==> src/rtl/lsu_align.sv <==
// rtl/lsu_align.sv - load/store alignment unit between MEM stage and word-addressed data memory
module lsu_align #(
  parameter logic [31:0] DMEM_BASE = 32'h0010_0000,
  parameter int unsigned DMEM_SIZE = 32768
) (
  input  logic        CLK,
  input  logic        RST_N,
  input  logic        req_valid,
  output logic        req_ready,
  input  logic        req_store,
  input  logic [2:0]  req_funct3,
  input  logic [31:0] req_addr,
  input  logic [31:0] req_wdata,
  output logic        rsp_valid,
  output logic [31:0] rsp_rdata,
  output logic        rsp_err,
  output logic [31:0] DM_A,
  output logic [31:0] DM_WD,
  output logic        DM_WE,
  input  logic [31:0] DM_RD
);

  typedef enum logic {IDLE = 1'b0, MERGE = 1'b1} state_t;

  localparam logic [32:0] BASE33  = {1'b0, DMEM_BASE};
  localparam logic [32:0] LIMIT33 = BASE33 + 33'(DMEM_SIZE) * 33'd4;

  state_t      state, state_nxt;
  logic        accept;
  logic        illegal, out_of_range, misaligned, req_err;
  logic        is_sw, is_sub;
  logic [31:0] dm_off;
  logic [7:0]  ld_byte;
  logic [15:0] ld_half;
  logic [31:0] load_data;

  logic [31:0] merge_word;
  logic [31:0] merge_addr;
  logic [1:0]  merge_lane;
  logic        merge_half;
  logic [15:0] merge_wdata;
  logic [31:0] merged_word;

  // Accepts are gated by RST_N so no write can leak out while reset is held.
  assign accept = req_valid && req_ready && RST_N;
  assign dm_off = {req_addr[31:2], 2'b00} - DMEM_BASE;

  always_comb begin
    illegal = 1'b1;
    case (req_funct3)
      3'b000, 3'b001, 3'b010: illegal = 1'b0;
      3'b100, 3'b101:         illegal = req_store;
      default:                illegal = 1'b1;
    endcase
  end

  assign out_of_range = ({1'b0, req_addr} < BASE33) || ({1'b0, req_addr} >= LIMIT33);

  always_comb begin
    misaligned = 1'b0;
    case (req_funct3)
      3'b001, 3'b101: misaligned = req_addr[0];
      3'b010:         misaligned = |req_addr[1:0];
      default:        misaligned = 1'b0;
    endcase
  end

  assign req_err = illegal || out_of_range || misaligned;
  assign is_sw   = req_store && !req_err && (req_funct3 == 3'b010);
  assign is_sub  = req_store && !req_err && ((req_funct3 == 3'b000) || (req_funct3 == 3'b001));

  always_comb begin
    ld_byte = DM_RD[7:0];
    case (req_addr[1:0])
      2'd0: ld_byte = DM_RD[7:0];
      2'd1: ld_byte = DM_RD[15:8];
      2'd2: ld_byte = DM_RD[23:16];
      2'd3: ld_byte = DM_RD[31:24];
      default: ld_byte = DM_RD[7:0];
    endcase
    ld_half = req_addr[1] ? DM_RD[31:16] : DM_RD[15:0];
    load_data = '0;
    case (req_funct3)
      3'b000: load_data = {{24{ld_byte[7]}}, ld_byte};
      3'b001: load_data = {{16{ld_half[15]}}, ld_half};
      3'b010: load_data = DM_RD;
      3'b100: load_data = {24'd0, ld_byte};
      3'b101: load_data = {16'd0, ld_half};
      default: load_data = '0;
    endcase
  end

  always_comb begin
    merged_word = merge_word;
    if (merge_half) begin
      if (merge_lane[1]) merged_word[31:16] = merge_wdata;
      else               merged_word[15:0]  = merge_wdata;
    end else begin
      case (merge_lane)
        2'd0: merged_word[7:0]   = merge_wdata[7:0];
        2'd1: merged_word[15:8]  = merge_wdata[7:0];
        2'd2: merged_word[23:16] = merge_wdata[7:0];
        2'd3: merged_word[31:24] = merge_wdata[7:0];
        default: merged_word = merge_word;
      endcase
    end
  end

  always_ff @(posedge CLK or negedge RST_N) begin
    if (!RST_N) state <= IDLE;
    else        state <= state_nxt;
  end

  always_comb begin
    state_nxt = state;
    case (state)
      IDLE:    if (accept && is_sub) state_nxt = MERGE;
      MERGE:   state_nxt = IDLE;
      default: state_nxt = IDLE;
    endcase
  end

  // Memory-side outputs follow state combinationally, so reset in MERGE kills DM_WE at once.
  always_comb begin
    req_ready = (state == IDLE);
    DM_A      = dm_off;
    DM_WE     = 1'b0;
    DM_WD     = '0;
    if (state == MERGE) begin
      DM_A  = merge_addr;
      DM_WE = 1'b1;
      DM_WD = merged_word;
    end else if (accept && is_sw) begin
      DM_WE = 1'b1;
      DM_WD = req_wdata;
    end
  end

  always_ff @(posedge CLK or negedge RST_N) begin
    if (!RST_N) begin
      merge_word  <= '0;
      merge_addr  <= '0;
      merge_lane  <= '0;
      merge_half  <= 1'b0;
      merge_wdata <= '0;
    end else if (accept && is_sub) begin
      merge_word  <= DM_RD;
      merge_addr  <= dm_off;
      merge_lane  <= req_addr[1:0];
      merge_half  <= req_funct3[0];
      merge_wdata <= req_wdata[15:0];
    end
  end

  always_ff @(posedge CLK or negedge RST_N) begin
    if (!RST_N) begin
      rsp_valid <= 1'b0;
      rsp_rdata <= '0;
      rsp_err   <= 1'b0;
    end else begin
      rsp_valid <= 1'b0;
      rsp_rdata <= '0;
      rsp_err   <= 1'b0;
      if (state == MERGE) begin
        rsp_valid <= 1'b1;
      end else if (accept) begin
        if (req_err) begin
          rsp_valid <= 1'b1;
          rsp_err   <= 1'b1;
        end else if (!req_store) begin
          rsp_valid <= 1'b1;
          rsp_rdata <= load_data;
        end else if (is_sw) begin
          rsp_valid <= 1'b1;
        end
      end
    end
  end

endmodule

==> config.mk <==
export PLATFORM = sky130hd
export DESIGN_NAME = lsu_align
export DESIGN_NICKNAME = d
export VERILOG_FILES = /design/src/rtl/lsu_align.sv
export SDC_FILE = /design/constraint.sdc
export NUM_CORES = 1
export LEC_CHECK = 0
export CORE_ASPECT_RATIO = 1.25
export CORE_MARGIN = 8
export CORE_UTILIZATION = 52
export CTS_BUF_LIST = sky130_fd_sc_hd__clkbuf_16
export DETAILED_ROUTE_END_ITERATION = 8
export HOLD_SLACK_MARGIN = 0.1
export PLACE_DENSITY = 0.87
export RECOVER_POWER = 25
export SYNTH_ARGS = -nofsm -noshare
export SYNTH_HDL_FRONTEND = slang
export SYNTH_SLANG_ARGS = --single-unit
==> constraint.sdc <==
create_clock -name CLK -period 9.1 [get_ports CLK]
set_clock_uncertainty 0.1 [all_clocks]
set_input_delay 2.73 -clock CLK [delete_from_list [all_inputs] [get_ports CLK]]
set_output_delay 2.73 -clock CLK [all_outputs]
set_load 0.02 [all_outputs]
# [After elaboration in Yosys (flattened, before gate mapping)]
# Index checks and enable logic that the tools add are counted.
[totals] out_inout_bits=100 ff_bits=118 wordCells=73
[classes] add_sub_neg=1 eq_ne=10 muxes=31 magnitude_cmp=2 n_reduce_logical=19 bitwise=1
[ops] cell="two-way mux 32 bit" n=8
[ops] cell="one-hot mux 32 bit (5 select lines)" n=1
[ops] cell="two-way mux 16 bit" n=3
[ops] cell=">= comparator 32 x 21 -> 1 bit (second input constant)" n=1
[ops] cell="< comparator 32 x 21 -> 1 bit (second input constant)" n=1
[ops] cell="two-way mux 8 bit" n=4
[ops] cell="one-hot mux 8 bit (4 select lines)" n=1
[ops] cell="subtractor 32 x 21 -> 32 bit (second input constant)" n=1
[ops] cell="two-way mux 1 bit" n=11
[ops] cell="== test 2 bit (second input constant)" n=4
[ops] cell="logical AND 1 bit" n=7
[ops] cell="== test 3 bit (second input constant)" n=2
[ops] cell="one-hot mux 1 bit (2 select lines)" n=3
[ops] cell="OR reduction 2 bit" n=3
[ops] cell="== test 2 x 1 -> 1 bit (second input constant)" n=2
[ops] cell="zero test 2 bit" n=2
[ops] cell="logical OR 1 bit" n=4
[ops] cell="== test 3 x 1 -> 1 bit (second input constant)" n=1
[ops] cell="== test 3 x 2 -> 1 bit (second input constant)" n=1
[ops] cell="zero test 3 bit" n=1
[ops] cell="OR reduction 3 bit" n=1
[ops] cell="zero test 1 bit" n=1
[ops] cell="NOT 1 bit" n=1

# [Logic depth before layout (Yosys ltp)]
# Gate-level depths: netlist (run 1).
[depth] ltp_word=13 ltp_mapped=9

# [Worst setup path before layout (run 1)]
# No wires, ideal clock.
[synth_timing] path_kind="input-to-output" from="input port req_addr[25]" to="output port DM_WD[10]" slack_ns=1.832 required_ns=6.270 t_arrival_ns=4.438 stages=5 n_path_buf=0 cell_sequence="or4_4 > nor4_4 > o41a_1 > nand4_1 > o21ai_0"
[synth_between] elab_chain_cells=10 elab_cells_between_ends=11
[synth_lines] item="start, declared" line="12" text="input logic [31:0] req_addr,"
[synth_lines] item="< comparator 32 x 21 -> 1 bit or >= comparator 32 x 21 -> 1 bit (tied branches)" line="57" text="assign out_of_range = ({1'b0, req_addr} < BASE33) || ({1'b0, req_addr} >= LIMIT33);"
[synth_lines] item="logical OR 1 bit *" line="57"
[synth_lines] item="logical OR 1 bit * (2 in series)" line="68" text="assign req_err = illegal || out_of_range || misaligned;"
[synth_lines] item="zero test 1 bit *" line="69" text="assign is_sw = req_store && !req_err && (req_funct3 == 3'b010);"
[synth_lines] item="logical AND 1 bit * (2 in series)" line="69"
[synth_lines] item="logical AND 1 bit *" line="133" text="end else if (accept && is_sw) begin"
[synth_lines] item="two-way mux 32 bit *" line="133"
[synth_lines] item="two-way mux 32 bit *" line="129" text="if (state == MERGE) begin"
[synth_lines] item="end, declared" line="18" text="output logic [31:0] DM_WD,"
# Every way passes the cells marked *; elsewhere a longest branch is shown, timed or not.

# [Final worst setup path (run 1)]
[layout_timing] from="input port req_addr[25]" to="output port DM_WD[9]"
# The elaborated chain is that of the path after synthesis.

==> results.sh, run 1 <==
export IMPL_syn_area_per_cell_um2=10.9
export IMPL_cts_resized=0
export IMPL_drt_iter0_markers=525
export IMPL_dpl_hpwl_mm=15.8
export IMPL_drc=0
export IMPL_post_route_util=0.730
export IMPL_finalWorstSetupSlack_ns=0.488
export IMPL_slew_viol_final=61
export IMPL_cts_buffers=17
export IMPL_crit_required_ns=6.27
export IMPL_p_int_mw=0.990
export IMPL_min_period_ns=8.61
export IMPL_ff2ff_path_depth=5
export IMPL_synth_ff_type="dfrtp_1"
export IMPL_outcome="finished, violations left"
export IMPL_worst_path_most_repeated_cell="clkdlybuf4s50_1"
export IMPL_synthCells=616
export IMPL_drive_gt1_frac=0.154
export IMPL_totalNegativeSetupSlack_ns=0
export IMPL_yosysWarnings=0
export IMPL_grt_pass1_vias=6193
export IMPL_coreArea_um2=12700
export IMPL_overflow=0
export IMPL_crit_type="input pin to output pin"
export IMPL_std_cell_rows=46
export IMPL_mostFrequentLayoutCells="199 x clkdlybuf4s50_1, 115 x dfrtp_1, 60 x mux2_4, 57 x nor2_1, 57 x nand2_1"
export IMPL_critPathTopFamily="simple AND/OR/NAND/NOR gates"
export IMPL_dr_pass1_iters=8
export IMPL_seqPwrFrac=0.393
export IMPL_startpoint_type="input pin"
export IMPL_cts_buffer_depth=2
export IMPL_num_vias=5942
export IMPL_synth_seq_area_share=0.433
export IMPL_postCtsSetupRepairBufs=0
export IMPL_area_growth_pct=37.7
export IMPL_path_cells="clkdlybuf4s50_1 > or4_4 > nor4_4 > o41a_1 > nand4_1 > o21ai_0 > clkdlybuf4s50_1"
export IMPL_wl_per_cell_um=22.0
export IMPL_whs_path_depth=1
export IMPL_portBuffers=200
export IMPL_slowest_stage="clkdlybuf4s50_1"
export IMPL_whs_ns=0.384
export IMPL_switching_share=0.247
export IMPL_grt_pass1_wl_mm=33.8
export IMPL_async_reset_ff_frac=1.00
export IMPL_reg2reg_from="state"
export IMPL_combinationalPowerShare=0.120
export IMPL_clk_latency_ns=0.41
export IMPL_via_per_inst=6.06
export IMPL_r2r_slack_ns=5.43
export IMPL_critPathMaxFanout=9
export IMPL_yosysUniqueCellTypes=54
export IMPL_slew_headroom=-1.08
export IMPL_crit_path_end_kind="output pin"
export IMPL_antennaDiodeCount=0
export IMPL_worstHoldStart="merge_addr[18]"
export IMPL_io_pins=203
export IMPL_rsz0062_at_grt="false"
export IMPL_wirelength_mm=21.6
export IMPL_start_util=0.530
export IMPL_cts_sinks=116
export IMPL_root_buffer="clkbuf_16"
export IMPL_worstPathBufferInverterCount=2
export IMPL_die_w_um=118
export IMPL_synth_edf_count=0
export IMPL_postCtsHoldBufs=0
export IMPL_die_y_um=143
export IMPL_tightest_slew_ns=3.12
export IMPL_final_common_cell="clkdlybuf4s50_1"
export IMPL_max_cap_violations=1
export IMPL_synth_seq_cells=116
export IMPL_gp_congestion=0.956
export IMPL_arrival_ns=5.78
export IMPL_design_die_area_um2=16800
export IMPL_path_clk_slew_ns=0.05
export IMPL_min_to="merge_addr[18]"
export IMPL_finalSetupViolCount=0
export IMPL_slowest_delay_ns=0.67
export IMPL_hold_path_class="flop to flop"
export IMPL_fin_nets=905
export IMPL_netlist_area_um2=6710
export IMPL_period_share=0.946
export IMPL_post_place_ws_ns=0.579
export IMPL_ctsHtreeMaxLevel=4
export IMPL_tritoncts="built"
export IMPL_p_switching_mw=0.324
export IMPL_p_clk_frac=0.487
export IMPL_pwr_density_cell_nw_per_um2=142
export IMPL_violations="max-capacitance violations, max-slew violations"
export IMPL_grt_max_degree=63
export IMPL_grt_usage=0.254
export IMPL_hold_viol_final=0
export IMPL_p_leak_nw=4.04
export IMPL_r2r_end="merge_addr[29]"
export IMPL_vdd_drop_max_mv=0.0819
export IMPL_ant_nets=0
export IMPL_antenna_found_initial=0
export IMPL_max_freq_mhz=116
==> worst reg2reg max path: stages (launching register included) <==
cell and delay [ns]:
dfrtp_2 0.77, inv_1 0.85, nand4b_4 0.22, nor4b_4 0.30, buf_4 0.85, mux2_2 0.48
==> cell families (layout without fill, tap and decap cells) <==
logic type | count (synthesis) | after routing | synth area share
compound gates | 133 | 133 | 0.136
fa+ha+maj | 2 | 2 | 0.00373
mux | 127 | 127 | 0.241
buf+inv | 70 | 266 | 0.0617
flops | 116 | 116 | 0.433
simple gates | 158 | 158 | 0.112
other cells | 1 | 2 | 0.000559
xor+xnor | 9 | 9 | 0.0117
==> cell type report <==
cell class / instances / area (µm²)
Inverter: 24 / 90.1
Timing Repair Buffer: 210 / 2060
Fill cell: 870 / 3420
Sequential cell: 116 / 2900
Multi-Input combinational cell: 431 / 3410
Clock inverter: 15 / 140
Clock buffer: 17 / 425
Tap cell: 168 / 210
==> how the worst max path moves through the flow <==
stage	end	slack [ns]	cells past startpoint	startpoint
after detailed placement	DM_WD[14]	0.58	7	req_addr[25]
final	DM_WD[9]	0.49	7	req_addr[25]
after global placement	DM_WD[1]	0.75	8	req_addr[25]
after floorplan	DM_WD[10]	1.83	5	req_addr[25]
after global routing	DM_WD[9]	0.39	7	req_addr[25]
after CTS	DM_WD[9]	0.54	7	req_addr[25]
==> power groups by stage <==
stage	Clock, mW	Combinational, mW	Sequential [mW]
2_1_floorplan	0	0.0565	0.527
3_3_place_gp	0	0.152	0.526
3_5_place_dp	0	0.154	0.526
4_1_cts	0.645	0.157	0.517
5_1_grt	0.669	0.168	0.517
6_report	0.640	0.157	0.517
==> cells in the mapped netlist (2+ instances only) <==
library cell / number / share of area
nand4_1: 3 / 0.0028
buf_6: 3 / 0.0050
mux2_1: 6 / 0.010
o41ai_1: 2 / 0.0026
and4_1: 2 / 0.0026
xnor2_1: 7 / 0.0091
xor2_1: 2 / 0.0026
a21oi_1: 39 / 0.029
a21o_1: 2 / 0.0022
o2bb2ai_1: 22 / 0.029
o21ai_0: 25 / 0.019
nand2_1: 57 / 0.032
o22a_1: 6 / 0.0078
nand2b_1: 6 / 0.0056
nor2_1: 57 / 0.032
nor3b_1: 2 / 0.0022
inv_1: 24 / 0.013
nor2b_1: 7 / 0.0065
nand3_1: 2 / 0.0015
buf_2: 4 / 0.0030
buf_12: 6 / 0.018
clkbuf_1: 27 / 0.015
dfrtp_1: 116 / 0.43
mux2_4: 60 / 0.13
nor3_1: 6 / 0.0045
o221ai_1: 22 / 0.029
ha_1: 2 / 0.0037
buf_4: 4 / 0.0045
mux2i_1: 40 / 0.060
nor4b_1: 2 / 0.0026
mux2_2: 20 / 0.034
a22oi_1: 8 / 0.0090
nor4_1: 4 / 0.0037
==> routing by layer <==
metal,wire [µm],part of all wire,track usage,up-vias
met1,7860,0.36,0.280,2909
met3,1810,0.084,0.0751,81
met2,11000,0.51,0.436,372
met5,0,0,0,-
met4,905,0.042,0.138,0
li1,-,-,-,2580
==> state kept, by name (all words and copies together) (netlist names) <==
register / flops
merge_addr: 30
merge_half: 1
merge_lane: 2
merge_wdata: 16
merge_word: 32
rsp_err: 1
rsp_rdata: 32
rsp_valid: 1
state: 1
==> metrics by stage <==
step                      std cells  total power [mW]  cell area [µm²]
final                           981              1.31             9240
after CTS                       981              1.32             9250
after floorplan                 617             0.583             6710
after global placement          949             0.678             8680
after detailed placement        949             0.680             8680
after global routing            981              1.35             9240
Note: power is estimated with default switching activity, not from simulation.
==> run 2, diff against run 1 <==
--- a/config.mk
+++ b/config.mk
@@ -5,6 +5,7 @@
 export SDC_FILE = /design/constraint.sdc
 export NUM_CORES = 1
 export LEC_CHECK = 0
+export ABC_AREA = 0
 export CORE_ASPECT_RATIO = 1.25
 export CORE_MARGIN = 8
 export CORE_UTILIZATION = 52
==> results of run 2 <==
Final layout, timing and power as in run 1 (identical DEF).
==> run 3, diff against run 2 <==
--- a/config.mk
+++ b/config.mk
@@ -6,6 +6,7 @@
 export NUM_CORES = 1
 export LEC_CHECK = 0
 export ABC_AREA = 0
+export CAP_MARGIN = 15
 export CORE_ASPECT_RATIO = 1.25
 export CORE_MARGIN = 8
 export CORE_UTILIZATION = 52
==> run 3 against run 2 <==
Net effect:
- the flow still finishes with violations (max-capacitance violations, max-slew violations)
- combinational power about the same
- non-clock buffer count up 1
- global-route usage unchanged
- highest routed layer unchanged
==> results.sh, run 3 (synthesis gave the netlist of run 1 again) <==
export IMPL_totalNegativeSetupSlack_ns=0
export IMPL_area_growth_pct=37.9
export IMPL_whs_ns=0.383
export IMPL_final_common_cell="clkdlybuf4s50_1"
export IMPL_antennaDiodeCount=0
export IMPL_root_buffer="clkbuf_16"
export IMPL_whs_path_depth=1
export IMPL_antenna_found_initial=0
export IMPL_dpl_hpwl_mm=15.8
export IMPL_start_util=0.530
export IMPL_grt_busiest_layer="met2"
export IMPL_cts_resized=0
export IMPL_grt_pass1_vias=6193
export IMPL_rsz0062_at_grt="false"
export IMPL_postCtsHoldBufs=0
export IMPL_fillerInstances=868
export IMPL_arrival_ns=5.78
export IMPL_drive_gt1_frac=0.155
export IMPL_clk_latency_ns=0.41
export IMPL_period_share=0.947
export IMPL_startpoint_type="input pin"
export IMPL_combinationalPowerShare=0.120
export IMPL_r2r_end="merge_addr[29]"
export IMPL_crit_type="input pin to output pin"
export IMPL_worst_path_most_repeated_cell="clkdlybuf4s50_1"
export IMPL_tightest_slew_ns=3.11
export IMPL_outcome="finished, violations left"
export IMPL_finalSetupViolCount=0
export IMPL_slew_viol_final=61
export IMPL_drt_iter0_markers=591
export IMPL_hold_path_class="flop to flop"
export IMPL_mostFrequentLayoutCells="199 x clkdlybuf4s50_1, 115 x dfrtp_1, 60 x mux2_4, 57 x nor2_1, 57 x nand2_1"
export IMPL_worstHoldStart="merge_addr[18]"
export IMPL_ant_nets=0
export IMPL_gp_congestion=0.956
export IMPL_io_pins=203
export IMPL_post_place_ws_ns=0.579
export IMPL_seqPwrFrac=0.393
export IMPL_wirelength_mm=21.7
export IMPL_reg2reg_from="state"
export IMPL_met2_usage=0.436
export IMPL_die_w_um=118
export IMPL_path_clk_slew_ns=0.05
export IMPL_grt_usage=0.254
export IMPL_p_switching_mw=0.324
export IMPL_slew_headroom=-1.07
export IMPL_num_vias=5993
export IMPL_slowest_stage="clkdlybuf4s50_1"
export IMPL_design_die_area_um2=16800
export IMPL_switching_share=0.247
export IMPL_via_per_inst=6.10
export IMPL_critPathMaxFanout=9
export IMPL_die_y_um=143
export IMPL_p_leak_nw=4.05
export IMPL_slowest_delay_ns=0.67
export IMPL_min_period_ns=8.61
export IMPL_crit_path_end_kind="output pin"
export IMPL_violations="max-capacitance violations, max-slew violations"
export IMPL_cts_buffers=17
export IMPL_portBuffers=200
export IMPL_reg_largest_list="merge_word (32), rsp_rdata (32), merge_addr (30)"
export IMPL_use_met1=0.280
export IMPL_crit_required_ns=6.27
export IMPL_ctsHtreeMaxLevel=4
export IMPL_vdd_drop_max_mv=0.0820
export IMPL_fin_nets=906
export IMPL_coreArea_um2=12700
export IMPL_tritoncts="built"
export IMPL_path_cells="clkdlybuf4s50_1 > or4_4 > nor4_4 > o41a_1 > nand4_1 > o21ai_0 > clkdlybuf4s50_1"
export IMPL_grt_pass1_wl_mm=33.8
export IMPL_min_to="merge_addr[18]"
export IMPL_postCtsSetupRepairBufs=0
export IMPL_wl_per_cell_um=22.1
export IMPL_cts_sinks=116
export IMPL_p_int_mw=0.990
export IMPL_max_freq_mhz=116
export IMPL_pwr_density_cell_nw_per_um2=142
export IMPL_grt_max_degree=63
export IMPL_use_met3=0.0751
export IMPL_p_clk_frac=0.487
export IMPL_hold_viol_final=0
export IMPL_max_cap_violations=1
export IMPL_fin_area_um2=9260
export IMPL_r2r_slack_ns=5.45
export IMPL_drc=0
export IMPL_ff2ff_path_depth=5
export IMPL_total_power_mw=1.31
export IMPL_placed_area_um2=8680
export IMPL_std_cell_rows=46
export IMPL_cts_buffer_depth=2
export IMPL_finalWorstSetupSlack_ns=0.485
export IMPL_overflow=0
export IMPL_dr_pass1_iters=6
-- run 3: changes by cell type in the layout (fill, tap and decap cells not counted) --
cell | previous run | this run
buf_8 | 0 | 1
-- run 3: worst max-delay path: cells and delay by family --
kind                   cells  cell delay (ns)
AO/OA/AOI/OAI              2             0.63
AND/OR/NAND/NOR            3             1.24
buffers and inverters      2             1.16
-- run 3: final cells by class --
| cell class | count | area, µm² | share of cell area |
|---|---|---|---|
| multi-input combinational | 431 | 3410 | 0.368 |
| sequential | 116 | 2900 | 0.314 |
| timing repair buffer | 211 | 2080 | 0.225 |
| clock buffer | 17 | 425 | 0.0460 |
| tap | 168 | 210 | 0.0227 |
| clock inverter | 15 | 140 | 0.0151 |
| inverter | 24 | 90.1 | 0.00973 |
-- run 3: power by group through the flow --
| stage | Clock [mW] | Combinational, mW | Sequential [mW] |
|---|---|---|---|
| after floorplan | 0 | 0.0565 | 0.527 |
| after global placement | 0 | 0.152 | 0.526 |
| after detailed placement | 0 | 0.154 | 0.526 |
| after CTS | 0.645 | 0.157 | 0.517 |
| after global routing | 0.669 | 0.168 | 0.517 |
| final | 0.641 | 0.157 | 0.517 |
-- run 3: routing by layer --
metal / part of all wire / vias up / routed length (µm)
met2: 0.51 / 417 / 11100
met1: 0.36 / 2911 / 7790
met5: 0 / - / 0
met3: 0.086 / 84 / 1860
li1: - / 2581 / -
met4: 0.042 / 0 / 908
-- run 3: how the worst max path moves through the flow --
| stage | cells after the start | slack (ns) | startpoint | end |
|---|---|---|---|---|
| 5_1_grt | 7 | 0.39 | req_addr[25] | DM_WD[9] |
| 4_1_cts | 7 | 0.54 | req_addr[25] | DM_WD[9] |
| 3_5_place_dp | 7 | 0.58 | req_addr[25] | DM_WD[14] |
| 2_1_floorplan | 5 | 1.83 | req_addr[25] | DM_WD[10] |
| 6_report | 7 | 0.49 | req_addr[25] | DM_WD[9] |
| 3_3_place_gp | 8 | 0.75 | req_addr[25] | DM_WD[1] |
-- run 3: stage by stage --
stage | instances | utilization
3_5_place_dp | 949 | 0.686
5_1_grt | 982 | 0.731
4_1_cts | 981 | 0.731
2_1_floorplan | 617 | -
3_3_place_gp | 949 | 0.686
6_report | 982 | 0.731
